===== src/rtl/imem_loader.sv =====
// Boot-time instruction-memory loader: parses a byte stream (16-bit word count, big-endian
// words, XOR checksum), writes each word to IMEM and holds the CPU until the load is good.
module imem_loader #(
  parameter logic [31:0] BASE_ADDR = 32'h0000_0000,
  parameter int          MAX_WORDS = 256
) (
  input  logic        clk,
  input  logic        rst,
  input  logic        byte_valid,
  input  logic [7:0]  byte_data,
  output logic        byte_ready,
  output logic        IM_WE,
  output logic [31:0] IM_ADDR,
  output logic [31:0] IM_DATA,
  output logic        cpu_hold,
  output logic        done,
  output logic        error
);

  typedef enum logic [2:0] {
    HDR_HI = 3'd0,
    HDR_LO = 3'd1,
    DATA   = 3'd2,
    CHECK  = 3'd3,
    DONE   = 3'd4,
    ERROR  = 3'd5
  } state_t;

  localparam logic [16:0] MAX_W = 17'(MAX_WORDS);

  state_t      state_q, state_d;
  logic [1:0]  byte_idx_q, byte_idx_d;
  logic [15:0] word_idx_q, word_idx_d;
  logic [15:0] count_q, count_d;
  logic [7:0]  csum_q, csum_d;
  logic [23:0] hold_q, hold_d;
  logic        im_we_q, im_we_d;
  logic [31:0] im_addr_q, im_addr_d;
  logic [31:0] im_data_q, im_data_d;
  logic        byte_ready_q, byte_ready_d;
  logic        cpu_hold_q, cpu_hold_d;
  logic        done_q, done_d;
  logic        error_q, error_d;

  logic        xfer_s;
  logic [15:0] hdr_count_s;
  logic [15:0] word_idx_inc_s;

  assign xfer_s         = byte_valid & byte_ready_q;
  assign hdr_count_s    = {count_q[15:8], byte_data};
  assign word_idx_inc_s = word_idx_q + 16'd1;

  // Next-state, stream parsing and word assembly.
  always_comb begin
    state_d    = state_q;
    byte_idx_d = byte_idx_q;
    word_idx_d = word_idx_q;
    count_d    = count_q;
    csum_d     = csum_q;
    hold_d     = hold_q;
    im_we_d    = 1'b0;
    im_addr_d  = im_addr_q;
    im_data_d  = im_data_q;

    case (state_q)
      HDR_HI: begin
        if (xfer_s) begin
          count_d = {byte_data, 8'h00};
          state_d = HDR_LO;
        end else begin
          state_d = HDR_HI;
        end
      end
      HDR_LO: begin
        if (xfer_s) begin
          count_d = hdr_count_s;
          if ({1'b0, hdr_count_s} > MAX_W) begin
            state_d = ERROR;
          end else if (hdr_count_s == 16'd0) begin
            state_d = CHECK;
          end else begin
            state_d = DATA;
          end
        end else begin
          state_d = HDR_LO;
        end
      end
      DATA: begin
        if (xfer_s) begin
          csum_d     = csum_q ^ byte_data;
          byte_idx_d = byte_idx_q + 2'd1;
          case (byte_idx_q)
            2'd0: hold_d[23:16] = byte_data;
            2'd1: hold_d[15:8]  = byte_data;
            2'd2: hold_d[7:0]   = byte_data;
            2'd3: begin
              // The write is registered, so the next word's byte 0 can land in hold
              // while this word's IM_WE pulse is still on the bus.
              im_we_d    = 1'b1;
              im_data_d  = {hold_q, byte_data};
              im_addr_d  = BASE_ADDR + {14'd0, word_idx_q, 2'b00};
              word_idx_d = word_idx_inc_s;
              if (word_idx_inc_s == count_q) begin
                state_d = CHECK;
              end else begin
                state_d = DATA;
              end
            end
            default: hold_d = hold_q;
          endcase
        end else begin
          state_d = DATA;
        end
      end
      CHECK: begin
        if (xfer_s) begin
          if (byte_data == csum_q) begin
            state_d = DONE;
          end else begin
            state_d = ERROR;
          end
        end else begin
          state_d = CHECK;
        end
      end
      DONE:    state_d = DONE;
      ERROR:   state_d = ERROR;
      default: state_d = ERROR;
    endcase

    byte_ready_d = (state_d == HDR_HI) || (state_d == HDR_LO) ||
                   (state_d == DATA)   || (state_d == CHECK);
    cpu_hold_d   = (state_d != DONE);
    done_d       = (state_d == DONE);
    error_d      = (state_d == ERROR);
  end

  // State and output registers with synchronous reset.
  always_ff @(posedge clk) begin
    if (rst) begin
      state_q      <= HDR_HI;
      byte_idx_q   <= 2'd0;
      word_idx_q   <= 16'd0;
      count_q      <= 16'd0;
      csum_q       <= 8'h00;
      hold_q       <= 24'd0;
      im_we_q      <= 1'b0;
      im_addr_q    <= BASE_ADDR;
      im_data_q    <= 32'd0;
      byte_ready_q <= 1'b1;
      cpu_hold_q   <= 1'b1;
      done_q       <= 1'b0;
      error_q      <= 1'b0;
    end else begin
      state_q      <= state_d;
      byte_idx_q   <= byte_idx_d;
      word_idx_q   <= word_idx_d;
      count_q      <= count_d;
      csum_q       <= csum_d;
      hold_q       <= hold_d;
      im_we_q      <= im_we_d;
      im_addr_q    <= im_addr_d;
      im_data_q    <= im_data_d;
      byte_ready_q <= byte_ready_d;
      cpu_hold_q   <= cpu_hold_d;
      done_q       <= done_d;
      error_q      <= error_d;
    end
  end

  assign byte_ready = byte_ready_q;
  assign IM_WE      = im_we_q;
  assign IM_ADDR    = im_addr_q;
  assign IM_DATA    = im_data_q;
  assign cpu_hold   = cpu_hold_q;
  assign done       = done_q;
  assign error      = error_q;

endmodule


===== config.mk =====
export PLATFORM = sky130hd
export DESIGN_NAME = imem_loader
export DESIGN_NICKNAME = d
export VERILOG_FILES = /design/src/rtl/imem_loader.sv
export SDC_FILE = /design/constraint.sdc
export NUM_CORES = 1
export LEC_CHECK = 0
export CORE_MARGIN = 1.5
export CORE_UTILIZATION = 29
export CTS_BUF_LIST = sky130_fd_sc_hd__clkbuf_8
export DETAILED_ROUTE_END_ITERATION = 16
export HOLD_SLACK_MARGIN = 0.05
export PLACE_DENSITY = 0.47
export SYNTH_ARGS = -nofsm -noshare
export SYNTH_HDL_FRONTEND = slang
export SYNTH_SLANG_ARGS = --single-unit

===== constraint.sdc =====
create_clock -name clk -period 4.6 [get_ports clk]
set_input_delay 0.69 -clock clk [delete_from_list [all_inputs] [get_ports clk]]
set_output_delay 0.69 -clock clk [all_outputs]
set_load 0.02 [all_outputs]

==> run metrics, run 1 <==
Clk pwr share 44.0%; vias in the first global route 4089; Worst Clk Skew 10.9 ps; # DRC 0; Slew Limit Fails 0; post-synthesis sequential area ratio a little under half; DIE AREA 18800 um2; first-pass detailed-route iteration total 4; Detail Route Antenna Nets 0; Synth Flop Type dfxtp_1; hold_buf cts 0; top cells by count, synth nand2_1 (165), dfxtp_1 (122), a21oi_1 (98), nand3_1 (44), nor2_1 (31); hpwl dp 8790 um; flops & latches, synth 122; Synth top area share 46.8%; Slew @ Worst Pin 959 ps; Crit Reg-Reg Startpoint state_q[0]$_SDFF_PP0_; CTS resizes 0; routed wire length between 10000 and 15000 um; P&R area growth vs syn 21.1%; H-tree depth 4; Reg clk slew, reported paths 60 ps; antenna cells 0; top post-synthesis cells by area dfxtp_1 (47%), nand2_1 (12%), a21oi_1 (9.4%); Final #Nets 705; RSZ-0062 raised after global routing no; worst hold slack 454 ps; Synth area leader dfxtp_1; Global Route Usage Sum 14.5%; largest net degree at the start of global routing 67; Initial Util ~30%; FFs w/ async S/R, synth 0%; CTS max path bufs 2; I/O pin total 80; power per cell area 375 nW/um2; CTS tree yes; Net Sw Frac roughly a quarter; most frequent cell after synthesis nand2_1; Buffers on Ports 63; first-iteration detailed-routing DRC count 274; Synth Cell Area 5220 um2; routed via count 4385; Max FO, Critical Path 30; share of layout cells above drive strength 1 between 6 and 7%; Max Cap Violations 0; HP Class flip-flop to flip-flop; count of final hold-check violations 0; Setup TNS 0 ps; Die H around 140 um; Inserted Clock Buffers 17; Final Core Density 36.2%; Post-CTS Setup Bufs 0; Flop pwr share 47.3%; Worst setup EP type flip-flop; Max-slew headroom 36.1%; Leakage 0.00212 uW; global-route wire length before repair 20900 um; WP data required 4970 ps; Max Clock Freq 0.366 GHz; root buffer cell clkbuf_8; syn avg cell area 8.00 um2; GP Congestion between 0.7 and 0.8; CP max-delay cell nand3_2; internal reg-to-reg setup slack 2130 ps; final setup fails 0; reg-to-reg endpoint word_idx_q[6]$_SDFFE_PP0P_; initial antenna violation count 0; WL/cell 14.2 um; Yosys cell types 45; CP Launch Type input port; hold-critical path depth 2; worst-case reg-to-reg path depth 5; CP Class input port to flip-flop; crit path time final 2730 ps; crit share post-route 59.3%; chip width around 140 um; CORE AREA 17500 um2; crit path cell chain clkdlybuf4s50_1 > and3b_1 > nand3_2 > buf_4 > or3_1 > a21oi_1; number of synthesized flops with an enable pin 0; Max rail drop VDD 0.000161 V; NetSw 590 uW; CTS Sinks 122; clk_lat worst skew about 450 ps; vias per cell between 4 and 5; warnings from Yosys 0; design internal power roughly 1800 uW; WHS Endpoint IM_ADDR[15]$_SDFFE_PP0P_; Synth Instances 653; Worst Path Arrival 3100 ps; hold path start IM_ADDR[15]$_SDFFE_PP0P_; GRT Residual Overflow 0; share of total power in combinational logic 8.7%; status completed; row count between 40 and 50; Critical Path Max Stage Delay 570 ps
cells by family after synthesis:
group	after synthesis	synth area share, %
adder cells (fa/ha/maj)	6	1.39
other	1	0.0718
buffers and inverters	70	6.73
AO/OA/AOI/OAI	123	12.7
AND/OR/NAND/NOR	280	23.7
flip-flops	122	46.8
multiplexers	3	0.599
XOR/XNOR	48	8.05
sequential cells by signal, indices dropped and copies added, names as in the netlist:
name	cells
done	1
word_idx_q	16
state_q	3
byte_ready	1
count_q	16
hold_q	24
IM_DATA	32
error	1
byte_idx_q	2
IM_WE	1
IM_ADDR	16
csum_q	8
cpu_hold	1
metrics by stage:
step	instances	instance area (um2)	total power (uW)	worst slack [ps]
2_1_floorplan	668	5280	1300	2530
3_3_place_gp	895	5890	1350	1440
3_5_place_dp	895	5890	1350	1410
4_1_cts	927	6320	2390	1870
5_1_grt	927	6320	2470	1740
6_report	927	6320	2370	1870
cell type report:
class,count,area [um2]
clock buffers,20,275
multi-input cells,476,2490
inverters,5,18.8
clock inverters,12,155
fillers,1822,11200
flip-flops and latches,122,2440
well taps,225,282
repair buffers,67,658
layer usage:
metal	wire (um)	global-route usage [%]	up-vias
met2	6050	22.5	106
li1	-	-	2207
met3	693	4.19	14
met1	6250	19.2	2058
met4	189	5.26	0
met5	0	0	-
how the worst max path moves through the flow:
stage | startpoint | to | slack [ps] | depth (start not counted)
finish | byte_valid | word_idx_q[6]$_SDFFE_PP0P_ | 1870 | 6
CTS | byte_valid | word_idx_q[6]$_SDFFE_PP0P_ | 1870 | 6
detailed placement | byte_valid | word_idx_q[8]$_SDFFE_PP0P_ | 1410 | 7
global placement | byte_valid | word_idx_q[8]$_SDFFE_PP0P_ | 1440 | 7
floorplan | byte_data[0] | state_q[0]$_SDFF_PP0_ | 2530 | 7
global route | byte_valid | word_idx_q[8]$_SDFFE_PP0P_ | 1740 | 7
cells in the final DEF, fill, tap and decap left out, types with 9 or more instances in the layout:
cell / n
xnor2_1: 25
conb_1: 16
xor2_1: 23
a21oi_1: 98
clkdlybuf4s50_1: 62
o21ai_0: 13
clkbuf_8: 20
nand2_1: 165
inv_1: 9
dfxtp_1: 122
nor2_1: 31
nand3_1: 43
power groups by stage:
| stage | Clock [uW] | Combinational [uW] | Sequential (uW) |
|---|---|---|---|
| detailed placement | 0 | 205 | 1150 |
| global placement | 0 | 201 | 1140 |
| finish | 1040 | 206 | 1120 |
| floorplan | 0 | 170 | 1130 |
| global route | 1120 | 228 | 1130 |
| CTS | 1070 | 206 | 1120 |
critical path: cells and delay by family:
family	cells	cell delay [ps]
buffers and inverters	2	1000
AND/OR/NAND/NOR	3	1250
AO/OA/AOI/OAI	1	140
(Power assumes the default switching activity.)
==> run 2: changes to the inputs <==
--- a/config.mk
+++ b/config.mk
@@ -10,7 +10,7 @@
 export CTS_BUF_LIST = sky130_fd_sc_hd__clkbuf_8
 export DETAILED_ROUTE_END_ITERATION = 16
 export HOLD_SLACK_MARGIN = 0.05
-export PLACE_DENSITY = 0.47
+export PLACE_DENSITY = 0.49
 export SYNTH_ARGS = -nofsm -noshare
 export SYNTH_HDL_FRONTEND = slang
 export SYNTH_SLANG_ARGS = --single-unit
==> constraint.sdc (replaced) <==
create_clock -name clk -period 2.4 [get_ports clk]
set_input_delay 0.36 -clock clk [delete_from_list [all_inputs] [get_ports clk]]
set_output_delay 0.36 -clock clk [all_outputs]
set_load 0.02 [all_outputs]
==> run 2 against run 1 <==
Sequential share of layout area shrank 1.1 points. Final cell count grew 2.4%. Largest power group unchanged. Hold slack got worse by 66 ps. Count of clock-buffer cells in the layout decreased by 1. Register-to-register slack lost 1700 ps. Power grew 90%. Setup slack lost 1500 ps.
==> run metrics, run 2 (synthesized netlist as in run 1, its figures left out) <==
CTS Sinks ~120; global-route wire length before repair 21100 um; Worst setup EP type flip-flop; hold_buf cts 0; row count 48; Die H approximately 140 um; Max Cap Violations 0; Crit Reg-Reg Startpoint word_idx_q[1]$_SDFFE_PP0P_; root buffer cell clkbuf_8; final setup fails 0; pre-CTS WS -70.3 ps; H-tree depth 4; WP data required 2790 ps; area post-placement 6090 um2; clk_lat worst skew 450 ps; CTS resizes 0; count of final hold-check violations 0; Global Route Usage Sum 14.7%; Buf/Inv on CP 0; CTS tree yes; WL/cell 14.1 um; power per cell area 693 nW/um2; Setup TNS 0 ps; GRT Residual Overflow 0; Inserted Clock Buffers 17; crit path time final 1980 ps; most common cell after layout, fill and taps aside nand2_1; Max rail drop VDD about 0.00034 V; I/O pin total 80; CTS max path bufs 2; cell family with most CP delay compound AO/OA/AOI/OAI gates; Post-CTS Setup Bufs 0; Worst Clk Skew 8.56 ps; vias in the first global route 4105; P&R area growth vs syn 24.5%; Non-Filler Instances 949; chip width 137 um; reg-to-reg endpoint state_q[0]$_SDFF_PP0_; Max FO, Critical Path 5; Max-slew headroom about 64%; share of layout cells above drive strength 1 9.81%; CP Class flip-flop to flip-flop; worst setup path end state_q[0]$_SDFF_PP0_; Final #Nets 728; HP Class input port to flip-flop; Buffers on Ports 63; Slew Limit Fails 0; CP most frequent cell xnor2_1; Worst Path Arrival 2370 ps; Critical Path Max Stage Delay 400 ps; crit path from word_idx_q[1]$_SDFFE_PP0P_; vias per cell between 4 and 5; Worst path depth 7; hpwl dp 9230 um; first-pass detailed-route iteration total 4; CORE AREA 17500 um2; crit share post-route 82.6%; RSZ-0062 raised after global routing no; largest net degree at the start of global routing 52; most frequent cells in the layout nand2_1 (165), dfxtp_1 (122), a21oi_1 (98); CP max-delay cell dfxtp_1; max reg flops 32; worst-case reg-to-reg path depth 7; routed via count 4440; GP Congestion 0.795; Initial Util 29.9%; Leakage 0.00220 uW; first-iteration detailed-routing DRC count 209; fill count 1812; # DRC 0; Reg clk slew, reported paths 70 ps; DIE AREA approximately 19000 um2; internal reg-to-reg setup slack 420 ps; dpl cells 918; CP Launch Type flip-flop; Slew @ Worst Pin 542 ps; setup ws final 417 ps; routed wire length 13400 um; antenna cells 0; status completed; initial antenna violation count 0; crit path cell chain ha_1 > xnor2_1 > xnor2_1 > a2111oi_0 > nand3_1 > nor4b_2 > a31o_1; final instance area approximately 6500 um2; Detail Route Antenna Nets 0; Max Clock Freq 0.504 GHz; PnR Total Power 4500 uW
-- run 2: cell count changes in the layout (fill, tap and decap cells not counted), sizes merged --
cell / before / now
bufinv: 4 / 3
buf: 5 / 28
clkbuf: 20 / 19
clkinv: 4 / 5
clkinvlp: 0 / 4
inv: 9 / 5
-- run 2: cell type report --
| class | instances | area, um2 | share of cell area [%] |
|---|---|---|---|
| Multi-Input combinational cell | 476 | 2490 | 38.3 |
| Sequential cell | 122 | 2440 | 37.6 |
| Timing Repair Buffer | 90 | 856 | 13.2 |
| Tap cell | 225 | 282 | 4.33 |
| Clock buffer | 19 | 262 | 4.02 |
| Clock inverter | 12 | 149 | 2.29 |
| Inverter | 5 | 18.8 | 0.289 |
-- run 2: worst reg2reg max path, delay by kind of cell (launching register included) --
| family | cells | cell delay, ps |
|---|---|---|
| compound gates | 2 | 510 |
| xor+xnor | 2 | 270 |
| fa+ha+maj | 1 | 260 |
| flops | 1 | 400 |
| simple gates | 2 | 480 |
-- run 2: per-stage QoR --
stage	util (%)	hold WS (ps)
after global routing	37.2	370
after detailed placement	34.9	447
after global placement	34.9	446
final	37.2	388
after floorplan	-	432
after CTS	37.2	362
-- run 2: metal layers --
layer,global-route usage [%],vias up,share of wire [%]
met5,0,-,0
met3,4.38,20,4.1
met2,22.4,98,45
met4,6.08,0,1.7
met1,19.4,2068,49
li1,-,2254,-
-- run 2: report_power, final --
group / leakage (uW) / switching [uW] / internal [uW] / total (uW)
registers: 0.000985 / 47.4 / 2080 / 2120
clock network: 0.000199 / 837 / 1070 / 1900
logic: 0.00102 / 284 / 189 / 473
-- run 2: worst min-delay path by stage --
stage | slack [ps] | cells after the start | start | endpoint
2_1_floorplan | 430 | 2 | hold_q[2]$_SDFFE_PP0P_ | IM_DATA[10]$_SDFFE_PP0P_
3_3_place_gp | 450 | 2 | IM_DATA[16]$_SDFFE_PP0P_ | IM_DATA[16]$_SDFFE_PP0P_
3_5_place_dp | 450 | 2 | hold_q[19]$_SDFFE_PP0P_ | hold_q[19]$_SDFFE_PP0P_
4_1_cts | 360 | 2 | rst | csum_q[7]$_SDFFE_PP0P_
5_1_grt | 370 | 2 | rst | csum_q[7]$_SDFFE_PP0P_
6_report | 390 | 2 | rst | csum_q[1]$_SDFFE_PP0P_
